## config.mk

```make
export PLATFORM = sky130hd
export DESIGN_NAME = lsu_bus_if
export DESIGN_NICKNAME = d
export VERILOG_FILES = /design/src/rtl/lsu_bus_if.sv
export SDC_FILE = /design/constraint.sdc
export NUM_CORES = 1
export LEC_CHECK = 0
export ABC_AREA = 0
export ABC_CLOCK_PERIOD_IN_PS = 4800
export BUFFER_PORTS_ARGS = -buffer_cell sky130_fd_sc_hd__buf_2
export CAP_MARGIN = 40
export CORE_ASPECT_RATIO = 1.1
export CORE_MARGIN = 2
export CORE_UTILIZATION = 50
export CTS_CLUSTER_DIAMETER = 40
export DETAILED_ROUTE_END_ITERATION = 6
export PLACE_DENSITY = 0.81
export RECOVER_POWER = 100
export SLEW_MARGIN = 20
export SYNTH_ARGS = -nofsm -noshare
export SYNTH_HDL_FRONTEND = slang
export SYNTH_SLANG_ARGS = --single-unit
```

## constraint.sdc

```tcl
create_clock -name clk -period 4.8 [get_ports clk]
set_clock_uncertainty 0.2 [all_clocks]
set_input_delay 0.24 -clock clk [delete_from_list [all_inputs] [get_ports clk]]
set_output_delay 0.24 -clock clk [all_outputs]
set_load 0.01 [all_outputs]
```

## src/rtl/lsu_bus_if.sv

```systemverilog
// Load/store unit between the RV32I datapath and a req/ack data bus.
// One access at a time: IDLE -> BUSY (wait for ack or timeout) -> DONE.
module lsu_bus_if #(
    parameter int TIMEOUT_CYCLES = 16,
    parameter int CNT_W          = 5
) (
    input  logic        clk,
    input  logic        reset,
    input  logic        mem_rd,
    input  logic        mem_wr,
    input  logic [2:0]  func3,
    input  logic [31:0] addr,
    input  logic [31:0] wdata,
    output logic [31:0] rdata,
    output logic        stall,
    output logic        access_fault,
    output logic        bus_err,
    output logic        bus_req,
    output logic        bus_we,
    output logic [31:0] bus_addr,
    output logic [3:0]  bus_be,
    output logic [31:0] bus_wdata,
    input  logic [31:0] bus_rdata,
    input  logic        bus_ack
);

    typedef enum logic [1:0] {IDLE, BUSY, DONE} state_t;

    localparam logic [CNT_W-1:0] CNT_LAST = CNT_W'(TIMEOUT_CYCLES - 1);

    state_t            state_reg;
    logic [CNT_W-1:0]  cnt_reg;
    logic [2:0]        func3_reg;
    logic [1:0]        off_reg;
    logic [31:0]       rdata_reg;

    logic              req;
    logic              bad_f3;
    logic              misalign;
    logic              fault_now;
    logic [3:0]        be_next;
    logic [31:0]       wdata_next;
    logic [7:0]        rd_byte [0:3];
    logic [7:0]        sel_byte;
    logic [15:0]       sel_half;
    logic [31:0]       load_ext;

    assign req = mem_rd | mem_wr;

    // A store wins when both requests are high, so legality follows mem_wr.
    always_comb begin
        bad_f3 = 1'b0;
        if (mem_wr) begin
            bad_f3 = !(func3 inside {3'b000, 3'b001, 3'b010});
        end else begin
            bad_f3 = func3 inside {3'b011, 3'b110, 3'b111};
        end
        misalign = ((func3[1:0] == 2'b01) && addr[0]) ||
                   ((func3[1:0] == 2'b10) && (addr[1:0] != 2'b00));
    end

    assign fault_now    = req & (bad_f3 | misalign);
    assign access_fault = (state_reg == IDLE) & fault_now;
    assign stall        = (state_reg == BUSY) | ((state_reg == IDLE) & req & ~fault_now);
    // A faulting access must not write stale load data into the regfile.
    assign rdata        = access_fault ? 32'h0 : rdata_reg;

    always_comb begin
        case (func3[1:0])
            2'b00: begin
                be_next    = 4'b0001 << addr[1:0];
                wdata_next = {4{wdata[7:0]}};
            end
            2'b01: begin
                be_next    = addr[1] ? 4'b1100 : 4'b0011;
                wdata_next = {2{wdata[15:0]}};
            end
            default: begin
                be_next    = 4'b1111;
                wdata_next = wdata;
            end
        endcase
    end

    genvar gi;
    generate
        for (gi = 0; gi < 4; gi++) begin : g_lane
            assign rd_byte[gi] = bus_rdata[8*gi +: 8];
        end
    endgenerate

    assign sel_byte = rd_byte[off_reg];
    assign sel_half = off_reg[1] ? bus_rdata[31:16] : bus_rdata[15:0];

    always_comb begin
        case (func3_reg)
            3'b000:  load_ext = {{24{sel_byte[7]}}, sel_byte};
            3'b100:  load_ext = {24'h0, sel_byte};
            3'b001:  load_ext = {{16{sel_half[15]}}, sel_half};
            3'b101:  load_ext = {16'h0, sel_half};
            default: load_ext = bus_rdata;
        endcase
    end

    always_ff @(posedge clk or posedge reset) begin
        if (reset) begin
            state_reg <= IDLE;
            cnt_reg   <= '0;
            func3_reg <= 3'b000;
            off_reg   <= 2'b00;
            rdata_reg <= 32'h0;
            bus_req   <= 1'b0;
            bus_we    <= 1'b0;
            bus_addr  <= 32'h0;
            bus_be    <= 4'b0000;
            bus_wdata <= 32'h0;
            bus_err   <= 1'b0;
        end else begin
            case (state_reg)
                IDLE: begin
                    if (req && !fault_now) begin
                        func3_reg <= func3;
                        off_reg   <= addr[1:0];
                        bus_addr  <= {addr[31:2], 2'b00};
                        bus_be    <= be_next;
                        bus_wdata <= wdata_next;
                        bus_we    <= mem_wr;
                        bus_req   <= 1'b1;
                        cnt_reg   <= '0;
                        state_reg <= BUSY;
                    end
                end
                BUSY: begin
                    cnt_reg <= cnt_reg + 1'b1;
                    // Ack takes priority over a timeout in the same cycle.
                    if (bus_ack) begin
                        bus_req <= 1'b0;
                        if (!bus_we) begin
                            rdata_reg <= load_ext;
                        end
                        state_reg <= DONE;
                    end else if (cnt_reg == CNT_LAST) begin
                        bus_req   <= 1'b0;
                        rdata_reg <= 32'h0;
                        bus_err   <= 1'b1;
                        state_reg <= DONE;
                    end
                end
                DONE: begin
                    bus_err   <= 1'b0;
                    state_reg <= IDLE;
                end
                default: state_reg <= IDLE;
            endcase
        end
    end

endmodule

```

# Word-level counts from Yosys, hierarchy flattened
# Cells that the tools add are included.
# word_totals
ff_bits	113
in_bits	104
output_inout_bits	105
word_cells	89
# op_classes
n_addsub	1
order_cmp	1
eq_ne	18
n_shift	1
muxes	26
n_bitwise	9
reduce_logical	22
# op_table
cell	n
$mux 32	4
$pmux 32 s4	1
$pmux 32 s2	1
$bmux 8 s2	1
$mux 16	1
$mux 8	2
$eq 3x3->1 const B	4
$pmux 5 s2	1
$reduce_and 3->1	3
$pmux 4 s2	1
$reduce_bool 2->1	4
$eq 3x1->1 const B	2
$eq 3x2->1 const B	2
$logic_not 3->1	2
$mux 1	6
$mux 2	3
$reduce_and 2->1	3
$reduce_bool 3->1	2
$add 5x1->5 const B	1
$eq 5x4->1 const B	1
$mux 5	1
$and 1x1->1	4
$eq 2x1->1 const B	2
$eq 2x2->1 const B	2
15 further kinds	24

# Longest topological paths before layout
# Gate-level depths: netlist of run 1.
# logic_depth
ltp_word	10
ltp_mapped	8

# Worst setup path before layout of run 1
# No wires, ideal clock.
# synth_timing
path_type	in2reg
from	input addr[1]
to	register bus_addr[10]
arrival_time_ns	1.794
required_ns	4.475
slack_ns	2.681
stages	5
n_path_buf	2
cell_sequence	or4_1 -> a2111o_1 -> buf_6 -> buf_6 -> mux2_4
# synth_via
elab_chain_cells	8
# synth_lines
element	line_no	rtl
start: declaration	12	input logic [31:0] addr,
$reduce_bool 2->1	59	((func3[1:0] == 2'b10) && (addr[1:0] != 2'b00));
$logic_and 1x1->1	59	
$logic_or 1x1->1	58	misalign = ((func3[1:0] == 2'b01) && addr[0]) ||
$or 1x1->1	62	assign fault_now = req & (bad_f3 | misalign);
$and 1x1->1	62	
$logic_not 1->1	121	if (req && !fault_now) begin
$logic_and 1x1->1	121	
$reduce_and 2->1 (no line)	--	
end signal: assignment	124	bus_addr <= {addr[31:2], 2'b00};
end: declaration	20	output logic [31:0] bus_addr,
# Every way passes these cells.
# A chain may end at the register's enable or synchronous reset.

# Worst setup path in the final report of run 1
# layout_timing
from	input addr[0]
to	output rdata[15]
# layout_via
elab_chain_cells	7
# layout_lines
element	line_no	rtl
$reduce_bool 2->1	59	
$logic_and 1x1->1	59	
$logic_or 1x1->1 (*)	58	
$or 1x1->1 (*)	62	
$and 1x1->1 (*)	62	
$and 1x1->1 (*)	63	assign access_fault = (state_reg == IDLE) & fault_now;
$mux 32 (*)	66	assign rdata = access_fault ? 32'h0 : rdata_reg;
end: declaration	14	output logic [31:0] rdata,
# Mark *: on every way between the ends. The rest lies on a longest branch, timed or not.

==> results.cfg, run 1 <==
[setup_path]
reg2reg_depth = 8
startpoint_type = input pin
reg2reg_from = cnt_reg[0]
crit_required_ps = 4360
rr_endpoint = rdata_reg[12]
r2r_setup_slack_ps = 1830
crit_fanout = 33
critical_path_class = input pin to primary output
arrival_ps = 3100
end_kind = primary output

[grt]
grt_max_degree = 61
grt_pass1_wl_um = 28000
grt.total_usage_pct = 30.0
grt_antenna_before_repair = 0
grt_pass1_vias = 5558
grt_overflow = 0

[detailed_routing]
drt_first_iter_violations = 298
dr.pass1.iters = 5
wl_per_cell_um = 19.0
ant_nets = 0
dr_total_vias = 5197
drt_wl_total_um = 17900
via_per_inst = 5.51
drcViolationCount = 0

[timing]
fin_crit_sh_pct = 73.7
setup-tns-final_ps = 0
tightest_slew_ps = 2630
setup_violations = 0
rsz0062_at_grt = no
post-route-min-period_ps = 3540
hold_viol = 0
max_slew_margin_pct = -76.4
slew_violations = 61
timing.final.ws_setup_ps = 1260
max_freq_ghz = 0.283

[cts]
cts_tree = done
clk_pin_slew_ps = 50
clock_latency_ps = 400
cts_resized = 0
cts-root-buf = clkbuf_16
clock_path_buffers = 2
htreeDepth = 4
clock_sinks = 113
cts_inserted_buffers = 17

[min_path]
hold_start = bus_rdata[10]
min_path_cells = 3
hold_end = rdata_reg[10]
hp-class = input pin to flop

[final_layout]
finalInstanceArea_um2 = 7910
syn2layout_area_growth_pct = 41.7
fin_nets = 888
drive_above_1_share_pct = 19.5
fillers = 850

[logic_synthesis]
syn_avg_cell_area_um2 = 11.3
ys_seq_elements = 113
yosys.cell_types.count = 38
synth-warning-count = 0
syn_area_um2 = 5580
netlist_instances = 494
synth-seq-area-share_pct = 50.7

[place]
post-place-ws_ps = 2050
place_hpwl_um = 10400
postPlaceCellArea_um2 = 6720
gp_congestion = 0.871
portBuffers = 206

[die]
dieHeight_um = 115
core_um2 = 10900
dieArea_um2 = 12000
pin_count = 209
die_x_um = 105
row_count = 40
initial_core_util_pct = 51.2

[pwr]
total_power_mw = 4.25
irDropWorstVdd_mv = 0.295
powerDensity_nw_per_um2 = 538
leakage_nw = 3.59

[job]
drv_cap = 2

[status]
violations = max-capacitance violations, max-slew violations
status = finished, violations left
[cell type report]
type	count	area, um^2	area share, %
clock inverter	11	138	1.74
antenna	3	7.51	0.0949
tap	147	184	2.33
multi-input combinational	340	2400	30.3
clock buffer	20	457	5.77
timing repair buffer	303	1870	23.6
inverter	7	27.5	0.348
sequential	113	2830	35.8
[stage by stage]
step | instances | util (%) | hold WS, ps
floorplan | 495 | - | 185
global placement | 818 | 61.3 | 199
detailed placement | 821 | 61.6 | 217
CTS | 940 | 75.1 | 14.6
global route | 941 | 72.4 | 39.9
finish | 944 | 72.5 | 34.5
[worst max path at each step]
stage	start	end	cells past startpoint
floorplan	reset	bus_addr[10]	1
global placement	func3[0]	bus_addr[13]	5
detailed placement	func3[0]	bus_addr[24]	6
CTS	addr[0]	bus_addr[22]	7
finish	addr[0]	rdata[15]	8
global route	addr[0]	rdata[14]	8
[synth_stat cells]
| cell type | n | area share, % |
|---|---|---|
| a221o_1 | 17 | 3.0 |
| dfrtp_1 | 113 | 51 |
| nor2b_1 | 39 | 4.4 |
| buf_4 | 2 | 0.27 |
| clkbuf_1 | 24 | 1.6 |
| buf_2 | 2 | 0.18 |
| nor2_1 | 23 | 1.5 |
| nor3_1 | 5 | 0.45 |
| o21ai_0 | 59 | 5.3 |
| buf_1 | 1 | 0.067 |
| o21ai_1 | 1 | 0.090 |
| nor4_1 | 1 | 0.11 |
| clkinv_1 | 1 | 0.067 |
| o211ai_1 | 7 | 0.94 |
| nand2b_1 | 4 | 0.45 |
| or4_1 | 1 | 0.13 |
| conb_1 | 1 | 0.067 |
| nor4bb_1 | 1 | 0.18 |
| a2111o_1 | 1 | 0.20 |
| inv_1 | 6 | 0.40 |
| a2bb2o_1 | 4 | 0.72 |
| o221a_2 | 3 | 0.61 |
| nand3_1 | 8 | 0.72 |
| mux2_2 | 1 | 0.20 |
| mux4_2 | 5 | 2.0 |
| mux2i_1 | 28 | 5.0 |
| or3b_2 | 1 | 0.16 |
| o21ba_2 | 1 | 0.18 |
| nand2_1 | 54 | 3.6 |
| ha_1 | 2 | 0.45 |
| o22ai_1 | 5 | 0.56 |
| a21oi_1 | 13 | 1.2 |
| mux2_4 | 42 | 11 |
| and3_1 | 1 | 0.11 |
| buf_6 | 6 | 1.2 |
| a21o_1 | 9 | 1.2 |
| nand4_1 | 1 | 0.11 |
| a2111oi_4 | 1 | 0.49 |
[critical path, stage by stage]
cell and delay, ps:
dlygate4sd3_1 540, clkbuf_1 230, a221o_1 240, nand2_1 100, nor4_2 240, clkbuf_1 1120, nor2b_1 190, clkbuf_1 200
[cells by family after synthesis]
logic type	synth area share (%)
simple gates	12.0
compound gates	14.5
flops	50.7
mux	18.5
buf+inv	3.81
fa+ha+maj	0.448
other cells	0.0672
[cells in the final DEF, fill, tap and decap left out, drive strengths merged, types with 2 or more instances in the layout]
master         n
conb           2
mux2i         28
nor2b         39
clkinvlp       4
dfrtp        113
a221o         17
mux2          43
clkinv         6
clkbuf       125
nor3           5
a21oi         13
ha             2
nor2          23
buf          110
o221a          3
a21o           9
nand2b         4
inv            5
diode          3
dlygate4sd3   88
bufinv         3
nand2         54
o21ai         60
o211ai         7
nand3          8
o22ai          5
mux4           5
a2bb2o         4
[per-layer routing]
layer | up-vias | wire (um) | GRT usage, % | share of wire (%)
met2 | 271 | 9290 | 52.2 | 52
met3 | 65 | 1410 | 8.56 | 7.9
li1 | 2341 | - | - | -
met4 | 0 | 647 | 16.9 | 3.6
met1 | 2520 | 6560 | 33.4 | 37
met5 | - | 0 | 0 | 0
[what timing repair did]
item | CTS | global route
hold buffers | 88 | 0
setup buffers | 0 | 0
setup endpoints to repair | 0 | 0
endpoints found under the hold margin | 148 | 0
[where the power goes]
part	switching [mW]	total [mW]	internal, mW
Clock	0.438	1.27	0.835
Combinational	0.739	1.33	0.595
Sequential	0.309	1.65	1.34
Total	1.49	4.25	2.77
(Power assumes the default switching activity.)
==> run 2: changes to the inputs <==
Settings changed: ABC_CLOCK_PERIOD_IN_PS 4800 to 3660.
Clock period 4.8 ns to 3.66 ns, I/O delays scaled along.
==> run 2 against run 1 <==
  * The flow still finishes with violations (max-capacitance violations, max-slew violations)
  * Cell area increased by 0.40%
  * Sequential share of layout area is 0.14 points lower
  * Via count down 0.50%
  * Non-clock buffer count rose by 6
  * Global-route usage decreased by 0.50 points
  * Sequential power is 31% higher
  * Routed wire length down 1.7%
  * Combinational power grew 31%
  * Clock power increased by 26%
  * First-iteration DRC count is 12% higher
  * Largest cell class unchanged
  * Highest routed layer unchanged
==> results.cfg, run 2 (synthesis results as in run 1) <==
[detailed_routing]
drt_wl_total_um = 17600
dr_total_vias = 5171
wl_per_cell_um = 18.6
ant_nets = 0
drt_first_iter_violations = 333
dr.pass1.iters = 5
drcViolationCount = 0
via_per_inst = 5.47

[setup_path]
crit_required_ps = 3280
max_stage_delay_ps = 550
critical_path_class = input pin to primary output
arrival_ps = 2530
path_cells = dlygate4sd3_1 > clkbuf_1 > or4_1 > a2111o_2 > buf_4 > nand2_1 > clkbuf_1
end_kind = primary output
r2r_setup_slack_ps = 780
startpoint_type = input pin
crit_fanout = 53
slowest_stage = or4_1
path_common_cell = clkbuf_1
reg2reg_depth = 7

[final_layout]
finalInstanceArea_um2 = 7940
layout_commonest_cell = dfrtp_1
multiInputGateArea_um2 = 2400
fillers = 856
antennaDiodeCount = 0
drive_above_1_share_pct = 19.5
fin_nets = 894
syn2layout_area_growth_pct = 42.3
layout_common_cells = 113 x dfrtp_1, 108 x clkbuf_1, 103 x buf_2, 92 x dlygate4sd3_1, 59 x o21ai_0
seq_area_um2 = 2830

[grt]
grt_max_degree = 58
grt_antenna_before_repair = 0
grt_pass1_vias = 5433
grt.total_usage_pct = 29.5
grt_pass1_wl_um = 27600
grt_overflow = 0

[pwr]
powerDensity_nw_per_um2 = 692
total_power_mw = 5.50
leakage_nw = 3.61
irDropWorstVdd_mv = 0.378

[timing]
max_freq_ghz = 0.343
rsz0062_at_grt = no
tightest_slew_ps = 2010
worst_hold_slack_ps = 16.6
fin_crit_sh_pct = 79.6
slew_violations = 44
setup_violations = 0
setup-tns-final_ps = 0
max_slew_margin_pct = -34.9
post-route-min-period_ps = 2910
hold_viol = 0

[cts]
cts_tree = done
cts_resized = 0
cts-root-buf = clkbuf_16
clock_latency_ps = 400
cts_inserted_buffers = 17
clock_sinks = 113
clk_pin_slew_ps = 50
clock_path_buffers = 2
htreeDepth = 4

[place]
place_hpwl_um = 10600
gp_congestion = 0.896
postPlaceCellArea_um2 = 6730
portBuffers = 206

[job]
drv_cap = 1

[min_path]
hp-class = input pin to flop
min_path_cells = 3

[status]
status = finished, violations left
violations = max-capacitance violations, max-slew violations

[die]
dieHeight_um = 115
row_count = 40
die_x_um = 105
initial_core_util_pct = 51.2
dieArea_um2 = 12000
pin_count = 209
core_um2 = 10900
-- run 2: worst max-delay path: cells and delay by family --
family | cells | cell delay, ps
buf+inv | 4 | 1140
compound gates | 1 | 520
simple gates | 2 | 670
-- run 2: path summary, 6_finish.rpt --
kind	startpoint	end
max in group asynchronous	reset	cnt_reg[3]
setup reg to reg	cnt_reg[0]	rdata_reg[25]
hold / removal	bus_rdata[14]	rdata_reg[14]
hold reg to reg	rdata_reg[13]	rdata_reg[13]
min in group asynchronous	reset	bus_addr[25]
setup / recovery	addr[1]	stall
-- run 2: layout make-up --
type | instances | share of cell area (%)
inverters | 7 | 0.347
multi-input cells | 340 | 30.3
repair buffers | 309 | 24.2
clock inverters | 4 | 0.599
well taps | 147 | 2.32
flip-flops and latches | 113 | 35.6
clock buffers | 26 | 6.67
-- run 2: metrics by stage --
stage / util (%) / worst slack (ps) / std cells
3_3_place_gp: 61.4 / 1220 / 820
2_1_floorplan: - / 290 / 495
3_5_place_dp: 61.7 / 1010 / 822
5_1_grt: 72.8 / 411 / 946
4_1_cts: 75.4 / 770 / 944
6_report: 72.8 / 748 / 946
-- run 2: power by group --
part           leakage (nW)  total, mW  switching [mW]  internal, mW
sequential             1.39       2.16           0.403          1.75
combinational          1.94       1.74           0.960         0.782
clock                 0.284       1.60           0.548          1.05
total                  3.61       5.50            1.91          3.59
-- run 2: metal layers --
layer | track usage (%) | wire length (um) | vias to the layer above | part of all wire [%]
met2 | 50.8 | 8920 | 259 | 51
met5 | 0 | 0 | - | 0
met1 | 34.2 | 6700 | 2505 | 38
li1 | - | - | 2345 | -
met4 | 16.8 | 749 | 0 | 4.3
met3 | 6.97 | 1230 | 62 | 7.0
-- run 2: timing repair --
action | 4_1_cts | 5_1_grt
hold buffers | 92 | 0
buffers inserted | 0 | 0
hold endpoints to repair | 138 | 0
==> run 3: changes to the inputs <==
Settings changed: ABC_CLOCK_PERIOD_IN_PS 3660 to 2500, CORE_UTILIZATION 50 to 45, PLACE_DENSITY 0.81 to 0.77.
Clock period 3.66 ns to 2.5 ns, I/O delays scaled along.
==> run 3 against run 2 <==
  * The flow now finishes without violations
  * Routed wire length decreased by 2.3%
  * Sequential power increased by 41%
  * Setup slack got worse by 630 ps
  * Flip-flop and latch count unchanged
  * Total power increased by 49%
  * Die area increased by 11%
  * Largest cell class unchanged
  * Critical path depth unchanged
==> results.cfg, run 3 (synthesis results as in run 1) <==
[die]
dieArea_um2 = 13300
pin_count = 209
row_count = 42
die_x_um = 110
initial_core_util_pct = 46.2
core_um2 = 12100
dieHeight_um = 121

[pwr]
p_switching_mw = 2.86
p_clk_share_pct = 29.4
leakage_nw = 3.72
p_sw_share_pct = 35.0
seq_power_share_pct = 37.1
power_frac_comb_pct = 33.5
powerDensity_nw_per_um2 = 999
intPower_mw = 5.32
irDropWorstVdd_mv = 0.475

[final_layout]
layout_commonest_cell = dfrtp_1
antennaDiodeCount = 0
syn2layout_area_growth_pct = 46.9
drive_above_1_share_pct = 20.5
layout_common_cells = 113 x dfrtp_1, 109 x dlygate4sd3_1, 103 x buf_2, 103 x clkbuf_1, 60 x o21ai_0
fin_nets = 918

[detailed_routing]
met1_length_um = 6600
wl_per_cell_um = 17.6
wl_met3_um = 1280
topRoutingLayerUsed = met4
drcViolationCount = 0
dr_total_vias = 5265
ant_nets = 0
dr_wl_met2_um = 8950
drt_first_iter_violations = 359
dr.pass1.iters = 4
drt_wl_total_um = 17200
via_per_inst = 5.38

[job]
drv_cap = 0

[cts]
clock_latency_ps = 400
clock_path_buffers = 2
clk_pin_slew_ps = 50
cts_inserted_buffers = 17
cts_resized = 0
cts-root-buf = clkbuf_16
htreeDepth = 4
clock_sinks = 113
cts_hold_buf = 108
cts_tree = done
post_cts_buffers = 0

[timing]
max_freq_ghz = 0.420
hold_viol = 0
rsz0062_at_grt = no
fin_crit_sh_pct = 95.3
setup-tns-final_ps = 0
timing.final.ws_setup_ps = 117
max_slew_margin_pct = 39.6
tightest_slew_ps = 906
setup_violations = 0
post-route-min-period_ps = 2380
slew_violations = 0

[grt]
grt.total_usage_pct = 27.0
grt_max_degree = 86
grt_pass1_vias = 5631
grt_pass1_wl_um = 27700
grt_antenna_before_repair = 0
grt_overflow = 0

[setup_path]
crit_fanout = 25
arrival_ps = 2060
crit_required_ps = 2170
end_kind = primary output
startpoint_type = input pin
critical_path_class = input pin to primary output

[place]
portBuffers = 206
gp_congestion = 0.833
place_hpwl_um = 10900
post-place-ws_ps = 212

[min_path]
hp-class = input pin to flop

[status]
status = complete, no violations
run 3: metal layers:
layer / global-route usage, % / vias to the layer above
met3: 8.57 / 38
met2: 47.5 / 239
met1: 30.8 / 2598
met4: 8.52 / 0
met5: 0 / -
li1: - / 2390
run 3: final timing paths:
path,startpoint,to,slack [ps],cells after the start
setup / recovery,mem_wr,stall,120,7
max in group asynchronous,reset,func3_reg[2],440,6
setup reg to reg,off_reg[1],rdata_reg[24],270,4
hold / removal,func3[0],func3_reg[0],60,4
min in group asynchronous,reset,state_reg[0],470,4
hold reg to reg,rdata_reg[13],rdata_reg[13],270,1
run 3: power by group through the flow:
| stage | logic [mW] | clock network [mW] | registers (mW) |
|---|---|---|---|
| global route | 3.03 | 2.54 | 3.12 |
| floorplan | 1.66 | 0 | 3.14 |
| CTS | 3.10 | 2.44 | 3.02 |
| detailed placement | 2.96 | 0 | 3.01 |
| finish | 2.74 | 2.41 | 3.04 |
| global placement | 2.86 | 0 | 2.99 |
run 3: cell type report:
class | count | area [um^2]
tap | 154 | 193
multi-input combinational | 340 | 2400
clock buffer | 20 | 467
sequential | 113 | 2830
timing repair buffer | 333 | 2150
fill | 993 | 3890
clock inverter | 12 | 133
inverter | 7 | 27.5
run 3: critical path, cell delays in order:
cell,delay [ps]
dlygate4sd3_1,530
clkbuf_1,150
a221o_1,330
a2111o_2,450
buf_4,230
nand2_1,80
clkbuf_1,160
run 3: through the flow:
step           hold WS (ps)  instance area (um^2)  instances  util, %  power (mW)
2_1_floorplan          70.3                  5590        495        -        4.80
5_1_grt                62.7                  8200        979     67.8        8.69
6_report               63.7                  8200        979     67.8        8.19
4_1_cts                48.1                  8500        977     70.3        8.56
3_3_place_gp           89.4                  6820        837     56.4        5.84
3_5_place_dp            109                  6820        837     56.4        5.98
